==> config.mk <==
export PLATFORM = sky130hd
export DESIGN_NAME = mem_req_ctrl
export DESIGN_NICKNAME = d
export VERILOG_FILES = /design/src/rtl/mem_req_ctrl_pkg.sv /design/src/rtl/mem_rsp_fifo.sv /design/src/rtl/mem_req_ctrl.sv
export SDC_FILE = /design/constraint.sdc
export NUM_CORES = 1
export LEC_CHECK = 0
export CORE_MARGIN = 2
export CORE_UTILIZATION = 55
export DETAILED_ROUTE_END_ITERATION = 8
export GPL_ROUTABILITY_DRIVEN = 0
export PLACE_DENSITY = 0.85
export REMOVE_ABC_BUFFERS = 1
export SLEW_MARGIN = 20
export SYNTH_ARGS = -nofsm -noshare
export SYNTH_HDL_FRONTEND = slang
export SYNTH_SLANG_ARGS = --single-unit
==> constraint.sdc <==
create_clock -name iw_clk -period 7.4 [get_ports iw_clk]
set_clock_uncertainty 0.2 [all_clocks]
set_input_delay 2.22 -clock iw_clk [delete_from_list [all_inputs] [get_ports iw_clk]]
set_output_delay 2.22 -clock iw_clk [all_outputs]
set_load 0.005 [all_outputs]
==> src/rtl/mem_req_ctrl_pkg.sv <==
// Shared sizes and the response entry layout for the data-memory request controller.
// MEM_DEPTH lives here so the memory and the controller agree on the valid address range.
package mem_req_ctrl_pkg;

  localparam int HBIT_ADDR     = 12;
  localparam int HBIT_DATA     = 31;
  localparam int DEF_MEM_DEPTH = 4096;
  localparam int DEF_RSP_DEPTH = 4;

  typedef struct packed {
    logic [HBIT_DATA:0] rdata;
    logic               err;
  } rsp_entry_t;

endpackage

==> src/rtl/mem_rsp_fifo.sv <==
// Synchronous response FIFO; power-of-two depth so pointers wrap naturally.
// The head reads as zero when empty so all outputs are quiet out of reset.
module mem_rsp_fifo #(
  parameter int WIDTH = 33,
  parameter int DEPTH = 4
) (
  input  logic                     clk,
  input  logic                     rst_n,
  input  logic                     push,
  input  logic [WIDTH-1:0]         push_data,
  input  logic                     pop,
  output logic [WIDTH-1:0]         pop_data,
  output logic                     empty,
  output logic [$clog2(DEPTH):0]   count
);

  localparam int PW = $clog2(DEPTH);

  logic [PW-1:0]    wr_ptr;
  logic [PW-1:0]    rd_ptr;
  logic [WIDTH-1:0] store [DEPTH];

  always_ff @(posedge clk or negedge rst_n) begin
    if (!rst_n) begin
      wr_ptr <= '0;
      rd_ptr <= '0;
      count  <= '0;
    end else begin
      if (push) wr_ptr <= wr_ptr + 1'b1;
      if (pop)  rd_ptr <= rd_ptr + 1'b1;
      case ({push, pop})
        2'b10:   count <= count + 1'b1;
        2'b01:   count <= count - 1'b1;
        default: count <= count;
      endcase
    end
  end

  always_ff @(posedge clk) begin
    if (push) store[wr_ptr] <= push_data;
  end

  assign empty    = (count == '0);
  assign pop_data = empty ? '0 : store[rd_ptr];

  a_no_overflow: assert property (@(posedge clk) disable iff (!rst_n)
    !(push && !pop && (count == ($clog2(DEPTH)+1)'(DEPTH))));
  a_no_underflow: assert property (@(posedge clk) disable iff (!rst_n)
    !(pop && empty));

endmodule

==> src/rtl/mem_req_ctrl.sv <==
// Initiator-side controller for the single-port synchronous data memory: registered
// issue stage, two-stage read tracking, and a credit-protected in-order response FIFO.
module mem_req_ctrl
  import mem_req_ctrl_pkg::*;
#(
  parameter int MEM_DEPTH = DEF_MEM_DEPTH,
  parameter int RSP_DEPTH = DEF_RSP_DEPTH
) (
  input  logic                iw_clk,
  input  logic                iw_rst_n,
  input  logic                iw_req_valid,
  output logic                or_req_ready,
  input  logic                iw_req_we,
  input  logic [HBIT_ADDR:0]  iw_req_addr,
  input  logic [HBIT_DATA:0]  iw_req_wdata,
  output logic                or_mem_we,
  output logic [HBIT_ADDR:0]  or_mem_addr,
  output logic [HBIT_DATA:0]  or_mem_wdata,
  input  logic [HBIT_DATA:0]  iw_mem_rdata,
  output logic                or_rsp_valid,
  input  logic                iw_rsp_ready,
  output logic [HBIT_DATA:0]  or_rsp_rdata,
  output logic                or_rsp_err
);

  localparam int CW = $clog2(RSP_DEPTH) + 1;
  localparam logic [HBIT_ADDR+1:0] MEM_LIMIT = (HBIT_ADDR+2)'(MEM_DEPTH);

  logic          run;
  logic [CW-1:0] credits_used;
  logic          in_range;
  logic          accept;
  logic          rsp_fire;
  logic          issue_rd;
  logic          issue_err;
  logic          cap_rd;
  logic          cap_err;
  logic          fifo_empty;
  logic [CW-1:0] fifo_count;
  rsp_entry_t    push_entry;
  rsp_entry_t    head;

  assign in_range     = ({1'b0, iw_req_addr} < MEM_LIMIT);
  // run keeps ready low during reset and lifts it on the first edge after release
  assign or_req_ready = run && (credits_used < CW'(RSP_DEPTH));
  assign accept       = iw_req_valid && or_req_ready;
  assign rsp_fire     = or_rsp_valid && iw_rsp_ready;

  always_ff @(posedge iw_clk or negedge iw_rst_n) begin
    if (!iw_rst_n) run <= 1'b0;
    else           run <= 1'b1;
  end

  always_ff @(posedge iw_clk or negedge iw_rst_n) begin
    if (!iw_rst_n) begin
      or_mem_we    <= 1'b0;
      or_mem_addr  <= '0;
      or_mem_wdata <= '0;
      issue_rd     <= 1'b0;
      issue_err    <= 1'b0;
      cap_rd       <= 1'b0;
      cap_err      <= 1'b0;
    end else begin
      or_mem_we <= accept && iw_req_we && in_range;
      if (accept) begin
        or_mem_addr  <= iw_req_addr;
        or_mem_wdata <= iw_req_wdata;
      end
      issue_rd  <= accept && !iw_req_we;
      issue_err <= accept && !iw_req_we && !in_range;
      cap_rd    <= issue_rd;
      cap_err   <= issue_err;
    end
  end

  always_ff @(posedge iw_clk or negedge iw_rst_n) begin
    if (!iw_rst_n) begin
      credits_used <= '0;
    end else begin
      case ({accept && !iw_req_we, rsp_fire})
        2'b10:   credits_used <= credits_used + 1'b1;
        2'b01:   credits_used <= credits_used - 1'b1;
        default: credits_used <= credits_used;
      endcase
    end
  end

  always_comb begin
    push_entry       = '0;
    push_entry.rdata = cap_err ? '0 : iw_mem_rdata;
    push_entry.err   = cap_err;
  end

  mem_rsp_fifo #(
    .WIDTH ($bits(rsp_entry_t)),
    .DEPTH (RSP_DEPTH)
  ) u_rsp_fifo (
    .clk       (iw_clk),
    .rst_n     (iw_rst_n),
    .push      (cap_rd),
    .push_data (push_entry),
    .pop       (rsp_fire),
    .pop_data  (head),
    .empty     (fifo_empty),
    .count     (fifo_count)
  );

  assign or_rsp_valid = !fifo_empty;
  assign or_rsp_rdata = head.rdata;
  assign or_rsp_err   = head.err;

  a_credit_covers_fifo: assert property (@(posedge iw_clk) disable iff (!iw_rst_n)
    fifo_count <= credits_used);

endmodule

==> summary by stage, run 1 <==
Clock network
Post-CTS timing repair inserted 0 buffers for setup. TritonCTS built the clock tree. The post-cts gate resize count is 0.

The worst-skew pair later-pin latency is 0.43 ns. The number of levels the H-tree was split into is 4. Counting along the longest clock path gives a buffer depth of 2. The quantity of hold-fixing buffers added after cts is 0.

CTS placed an instance of sky130_fd_sc_hd__clkbuf_16 at the clock tree root. The number of buffers created by CTS is 17. The clock sink count is 193. The post-CTS clock slew at the launch and capture registers of the worst setup and hold paths is 0.07 ns.

Worst setup path
The launch instance of the worst register-to-register path is u_rsp_fifo.count[0]. In this run the worst setup path begins at u_rsp_fifo.rd_ptr[0]. The critical path required time is 4.98 ns.

The endpoint type of the worst setup path is an output pin. The slowest library cell on the worst path is sky130_fd_sc_hd__mux4_2. Following the worst setup path forward leads to its endpoint at or_rsp_rdata[25]. Counting both buffers and inverters, the worst setup path holds a total of 2.

In this design, the stage delay of the slowest critical-path cell is 0.58 ns. The minimum setup slack among reg-to-reg paths is 4.52 ns. STA puts the critical path data arrival time at 2.65 ns. The element type at the critical path start is a flop. The number of cells on the critical path is 4.

The depth of the worst register-to-register path is 7. The worst register-to-register path ends at credits_used[2]. In this design, the largest share of critical-path delay is due to buffers and inverters. Walking the worst path, the cells encountered are buf_4, mux4_2, and2_1, clkdlybuf4s50_1.

The critical-path maximum fanout is 30. The worst setup path is of the reg2out kind.

Placement
The estimated wirelength of the detail-placed design is 9340 um. Input and output buffers added on the ports amount to 162.

Floorplan
The die footprint is 14900 um^2. Pin placement for this block handled 163 I/O pins. The die extent in x is 122 um. The total number of placement rows is 43. For this configuration, the core starts out at a cell density of 55.8%. The floorplan step defined a core boundary enclosing 13700 um^2. In this run the vertical extent of the chip is 122 um.

Power
Total power for the finished layout comes to 3630 uW. The analysis attributes to cell leakage a power of 0.00361 uW. Across the VDD grid, the largest voltage drop is 0.201 mV.

Dividing total power by cell area gives a power density of 363 nW/um^2.

Route
The average wire per cell in the routed design is 19.3 um. The first detailed-routing pass ran for 4 iterations. In the routed design, unresolved DRC markers number 0. The routed wire length is 14600 um. The antenna violation net count after detailed routing is 0. The number of vias per cell after detailed routing is 5.37.

For this block, the initial DRC count from the detailed router was 232. Across all layers, the routed design uses 4065 vias.

Layout
The commonest non-fill, non-tap cell in the layout is sky130_fd_sc_hd__clkdlybuf4s50_1. The repair_antennas step left the layout with diodes totalling 0. The ratio of cells with drive above 1 in the final layout is 20.5%. In the layout the commonest cells are sky130_fd_sc_hd__clkdlybuf4s50_1, sky130_fd_sc_hd__edfxtp_1, sky130_fd_sc_hd__dfrtp_1. The filler cells instantiated in the layout total 842. The area overhead of the layout relative to synthesis is 30.5%. The final net count is 654.

GRT
The via count of the first global-routing pass was 4479. The total overflow left after global routing is 0. The first global-routing pass estimated 22900 um of wire. For this run, the total global-route usage over all layers was measured as 21.1%. The number of antenna violations at the first check in global routing was 0. The largest net degree at the start of global routing is 62.

Synthesis
The synthesized area per cell is 19.2 um^2. The count of different cell masters after synthesis is 28. In the synthesized netlist the dominant register cell turns out to be sky130_fd_sc_hd__edfxtp_1. The number of register bits inferred by synthesis is 193.

The cell area after synthesis is 7650 um^2. After synthesis, the share of flip-flops with an asynchronous set or reset is 31.6%. The cell count after synthesis is 399. The synthesized design contains 132 enable-type register cells.

The portion of the post-synthesis area used by sequential elements is 71.8%. For this run, the number of Yosys warnings is 0.

STA
For the pin with the worst max-slew slack, the measured transition is 0.924 ns. The share of the clock period used by the worst path is 68.5%. Setup violations remaining at the end of the flow were counted as 0.

The final count of hold timing violations came to 0. The setup TNS is 0 ns. The total count of max-transition violations in the final report came to 0. The shortest clock period the worst path allows after layout is 5.07 ns. Measured against its own limit, the worst slew margin works out to 38.4%.

Static timing analysis puts the maximum clock frequency at 197 MHz. Setup repair after global routing left no endpoint under its margin.

Min path
The path class of the tightest hold or removal check is reg2reg.

Outcome
The flow ran to the end, and the final reports show no timing, DRC or antenna violations.

Run
Across the run, the number of max-cap violations was 0.
==> power breakdown <==
part | switching [uW] | total (uW) | internal [uW]
logic | 403 | 1220 | 814
clock network | 385 | 917 | 532
registers | 143 | 1490 | 1350
total | 931 | 3630 | 2700
==> final cells by class <==
| class | count | area, um^2 | area share [%] |
|---|---|---|---|
| Clock buffer | 19 | 433 | 4.34 |
| Clock inverter | 13 | 163 | 1.63 |
| Inverter | 6 | 22.5 | 0.226 |
| Multi-Input combinational cell | 180 | 2000 | 20.0 |
| Sequential cell | 193 | 5490 | 55.0 |
| Tap cell | 180 | 225 | 2.26 |
| Timing Repair Buffer | 166 | 1650 | 16.5 |
==> layer usage <==
layer  up-vias  global-route usage, %  wire length (um)
met5         -                      0                 0
met4         0                   6.97               204
met3        17                   9.22              1340
met2       172                   34.8              7500
met1      2060                   25.1              5540
li1       1816                      -                 -
==> through the flow <==
step / setup WS, ns / hold WS [ns] / utilization (%) / area (um^2) / std cells
2_1_floorplan: 2.56 / 0.131 / - / 7500 / 379
3_3_place_gp: 2.75 / 0.133 / 68.4 / 9390 / 725
3_5_place_dp: 2.68 / 0.143 / 68.4 / 9390 / 725
4_1_cts: 2.26 / 0.161 / 72.7 / 9980 / 757
5_1_grt: 2.16 / 0.176 / 72.8 / 9980 / 757
6_report: 2.33 / 0.159 / 72.8 / 9980 / 757
==> how the worst min path moves through the flow <==
stage | startpoint | to | slack [ns] | cells after the start
floorplan | issue_err | cap_err | 0.13 | 0
global placement | issue_err | cap_err | 0.13 | 0
detailed placement | issue_err | cap_err | 0.14 | 0
CTS | issue_err | cap_err | 0.16 | 0
global route | issue_err | cap_err | 0.18 | 0
finish | issue_err | cap_err | 0.16 | 0
==> Yosys cell counts, types with 2 or more instances <==
library cell	number	area share [%]
sky130_fd_sc_hd__edfxtp_1	132	52
sky130_fd_sc_hd__buf_2	6	0.39
sky130_fd_sc_hd__xor2_1	5	0.57
sky130_fd_sc_hd__dfrtp_1	61	20
sky130_fd_sc_hd__ha_1	6	0.98
sky130_fd_sc_hd__nor2_1	3	0.15
sky130_fd_sc_hd__nor3b_1	2	0.20
sky130_fd_sc_hd__and2_1	38	3.1
sky130_fd_sc_hd__xnor2_1	4	0.46
sky130_fd_sc_hd__buf_12	2	0.52
sky130_fd_sc_hd__inv_1	6	0.29
sky130_fd_sc_hd__mux2_2	46	6.8
sky130_fd_sc_hd__fa_1	2	0.52
sky130_fd_sc_hd__nand2_1	2	0.098
sky130_fd_sc_hd__mux4_2	28	8.2
sky130_fd_sc_hd__nor2b_1	32	2.6
sky130_fd_sc_hd__buf_6	2	0.29
sky130_fd_sc_hd__mux4_1	5	1.7
sky130_fd_sc_hd__clkbuf_1	8	0.39
==> sequential cells by signal (all words and copies together), names as in the netlist <==
name               flops
cap_err                1
cap_rd                 1
credits_used           3
issue_err              1
issue_rd               1
or_mem_addr           13
or_mem_wdata          32
or_mem_we              1
run                    1
u_rsp_fifo.count       3
u_rsp_fifo.rd_ptr      2
u_rsp_fifo.store     132
u_rsp_fifo.wr_ptr      2
==> cells by family (layout without fill, tap and decap cells) <==
group	Yosys count	after routing	share of synthesized area (%)
flip-flops	193	193	71.8
AND/OR/NAND/NOR	81	81	6.51
multiplexers	80	80	16.9
buffers and inverters	26	204	2.19
XOR/XNOR	9	9	1.03
adder cells (fa/ha/maj)	8	8	1.50
other	1	1	0.0490
AO/OA/AOI/OAI	1	1	0.0654
(Power assumes the default switching activity.)
==> run 2: changes to the inputs <==
CORE_UTILIZATION = 51   (was 55)
PLACE_DENSITY = 0.8   (was 0.85)
clock period = 5.3 ns   (was 7.4 ns; I/O delays follow)
==> run 2 against run 1 <==
Global-route usage shrank 1.6 points; sequential share of layout area is 0.26 points lower; worst hold slack got worse by 0.0038 ns; combinational power rose by 36%; register-to-register slack got worse by 2.1 ns; routed wire length up 1.7%; final cell count is 0.66% higher; via count fell by 0.69%; clock-buffer cell count down 2.
==> summary by stage, run 2 (synthesis results as in run 1) <==
Placement
The estimated wirelength of the detail-placed design is 9510 um (was 9340 um). The count of input and output buffers came to 162 (unchanged).

GRT
The overall track demand over capacity in global routing is 19.5% (was 21.1%). The number of antenna violations at the first check in global routing is 1 (was 0). The met3 routing resource usage after global routing came to 8.94% (was 9.22%). The via count of the first global-routing pass was 4570 (was 4479). The most congested layer reported by global routing is met2 (unchanged). The largest net degree at the start of global routing is 50 (was 62). The met1 demand-to-capacity share in global routing is 23.6% (was 25.1%).

The met2 track demand over resource is 31.9% (was 34.8%). The residual overflow from global routing is 0 (unchanged). The wire length of the first global-routing pass was 23700 um (was 22900 um).

STA
The final setup violation count is 0 (unchanged). The worst path needs 4.60 ns of the cycle, external delays included. The final count of hold timing violations is 0 (unchanged). The setup TNS is 0 ns (unchanged). Unrepaired setup endpoints after global routing: false (unchanged). The measured slew at the worst slew-check pin is 0.931 ns (was 0.924 ns). The total count of max-transition violations in the final report is 0 (unchanged).

The upper clock frequency limit is 217 MHz. The worst path uses 86.8% of the clock period. The headroom to the max-slew limit is 37.9% (was 38.4%).

Floorplan
The die extent in x is 126 um (was 122 um). The vertical die dimension came to 126 um (was 122 um). The die footprint is 16000 um^2 (was 14900 um^2). The initial standard-cell utilization of the core is 52.4% (was 55.8%). The area of the placeable core is 14600 um^2 (was 13700 um^2).

The I/O pin total is 163 (unchanged). The total number of placement rows is 44 (was 43).

Clock network
The post-CTS clock slew at the launch and capture registers of the worst setup and hold paths is 0.07 ns (about the same). The number of levels the H-tree was split into is 4 (unchanged). The number of buffers created by CTS is 17 (unchanged). The post-cts gate resize count is 0 (unchanged). The worst-case clock buffer depth came to 2 (unchanged). The quantity of hold-fixing buffers added after cts is 0 (unchanged). The worst-skew pair later-pin latency was 0.42 ns (was 0.43 ns). The clock sink count is 193 (unchanged). The setup fix buffers added after clock tree synthesis is 0 (unchanged). The TritonCTS clock tree is done (unchanged). The cell at the root of the clock tree is sky130_fd_sc_hd__clkbuf_16 (unchanged).

Worst setup path
The critical-path maximum fanout is 27 (was 30). The element type at the critical path start is a flop (unchanged). The minimum setup slack among reg-to-reg paths is 2.46 ns (was 4.52 ns). The number of cells on the critical path is 4 (unchanged). The depth of the worst register-to-register path is 7 (unchanged). The critical path required time is 3.51 ns (was 4.98 ns). The dominant delay contributor by cell family on the critical path is flip-flops (was buffers and inverters).

The class of the most critical setup path is reg2out (unchanged). The worst path buffer plus inverter count is 2 (unchanged). The peak per-stage delay on the critical path is 0.93 ns (was 0.58 ns). Series of cell instances along the critical path: buf_4, mux4_2, and2_1, clkdlybuf4s50_1 (unchanged). The slowest library cell on the worst path is sky130_fd_sc_hd__dfrtp_2 (was sky130_fd_sc_hd__mux4_2).

The data arrival time of the critical path came to 2.81 ns (was 2.65 ns). The destination of the worst register-to-register timing path is credits_used[2] (unchanged). The endpoint type of the worst setup path is an output pin (unchanged). The launch instance of the worst register-to-register path is u_rsp_fifo.count[0] (unchanged).

Power
The total power divided by cell area is 513 nW/um^2 (was 363 nW/um^2). The peak supply drop is 0.303 mV (was 0.201 mV). The cell leakage power is 0.00364 uW (was 0.00361 uW).

Min path
The hold path startpoint was issue_rd (was issue_err). The class of the tightest hold or removal check is reg2reg (unchanged). The destination of the worst hold path is cap_rd (was cap_err).

The cell depth of the worst hold path is 0 (unchanged).

Layout
The final net count was 655 (was 654). The end-of-flow core utilization was 68.7% (was 72.8%). The area overhead of the layout relative to synthesis is 31.1% (was 30.5%). The number of flip-flops under the largest register name came to 132 (unchanged).

Most frequent cells in the layout: sky130_fd_sc_hd__clkdlybuf4s50_1, sky130_fd_sc_hd__edfxtp_1, sky130_fd_sc_hd__dfrtp_1 (unchanged). The commonest non-fill, non-tap cell in the layout was sky130_fd_sc_hd__clkdlybuf4s50_1 (unchanged). The register with the highest flop count is u_rsp_fifo.store (unchanged).

The number of diodes came to 0 (unchanged). Largest registers: u_rsp_fifo.store: 132 flops, or_mem_wdata: 32 flops, or_mem_addr: 13 flops (unchanged). The ratio of cells with drive above 1 in the final layout is 20.9% (was 20.5%).

Outcome
Run status: complete, no violations (unchanged).

Route
The number of vias per cell after detailed routing was 5.30 (was 5.37). The initial DRC count was 204 (was 232). The detailed-route DRC error count came to 0 (unchanged). The average wire per cell in the routed design is 19.5 um (was 19.3 um). The antenna violation net count after detailed routing is 0 (unchanged).

The via count of the routed design is 4037 (was 4065). The routed wire length is 14800 um (was 14600 um). The number of iterations in the first detailed-routing pass is 5 (was 4).

Run
The reported max-cap violation count is 0 (unchanged).
-- run 2: routing by layer --
metal | up-vias | wire, um | part of all wire [%]
li1 | 1820 | - | -
met1 | 2027 | 5840 | 39
met2 | 173 | 7210 | 49
met3 | 17 | 1590 | 11
met4 | 0 | 184 | 1.2
met5 | - | 0 | 0
-- run 2: how the worst max path moves through the flow --
stage | from | end | slack, ns
detailed placement | u_rsp_fifo.rd_ptr[0] | or_rsp_rdata[21] | 1.09
global route | u_rsp_fifo.rd_ptr[0] | or_rsp_rdata[17] | 0.49
global placement | u_rsp_fifo.rd_ptr[0] | or_rsp_rdata[17] | 1.10
finish | u_rsp_fifo.rd_ptr[0] | or_rsp_rdata[17] | 0.70
CTS | u_rsp_fifo.rd_ptr[0] | or_rsp_rdata[21] | 0.61
floorplan | iw_req_valid | credits_used[2] | 1.09
-- run 2: area by class of cell --
| type | count | area (um^2) |
|---|---|---|
| clock buffer | 17 | 425 |
| clock inverter | 15 | 205 |
| fill | 952 | 4560 |
| inverter | 6 | 22.5 |
| multi-input combinational | 180 | 2000 |
| sequential | 193 | 5490 |
| tap | 184 | 230 |
| timing repair buffer | 167 | 1650 |
-- run 2: power by group --
group	internal [uW]	switching [uW]	leakage (uW)	total, uW
sequential	1880	239	0.00192	2120
clock	797	559	0.000308	1360
combinational	1140	525	0.00141	1660
-- run 2: stage by stage --
step	instances	total power [uW]	cell area (um^2)	setup slack (ns)	hold slack (ns)
2_1_floorplan	379	2860	7500	1.09	0.131
3_3_place_gp	730	3790	9400	1.10	0.133
3_5_place_dp	730	3840	9400	1.09	0.138
4_1_cts	762	5210	10000	0.614	0.157
5_1_grt	762	5410	10000	0.491	0.183
6_report	762	5140	10000	0.700	0.155
==> run 3: changes to the inputs <==
SKIP_LAST_GASP = 1   (was unset)
==> results of run 3 <==
Final layout, timing and power as in run 2 (identical DEF).
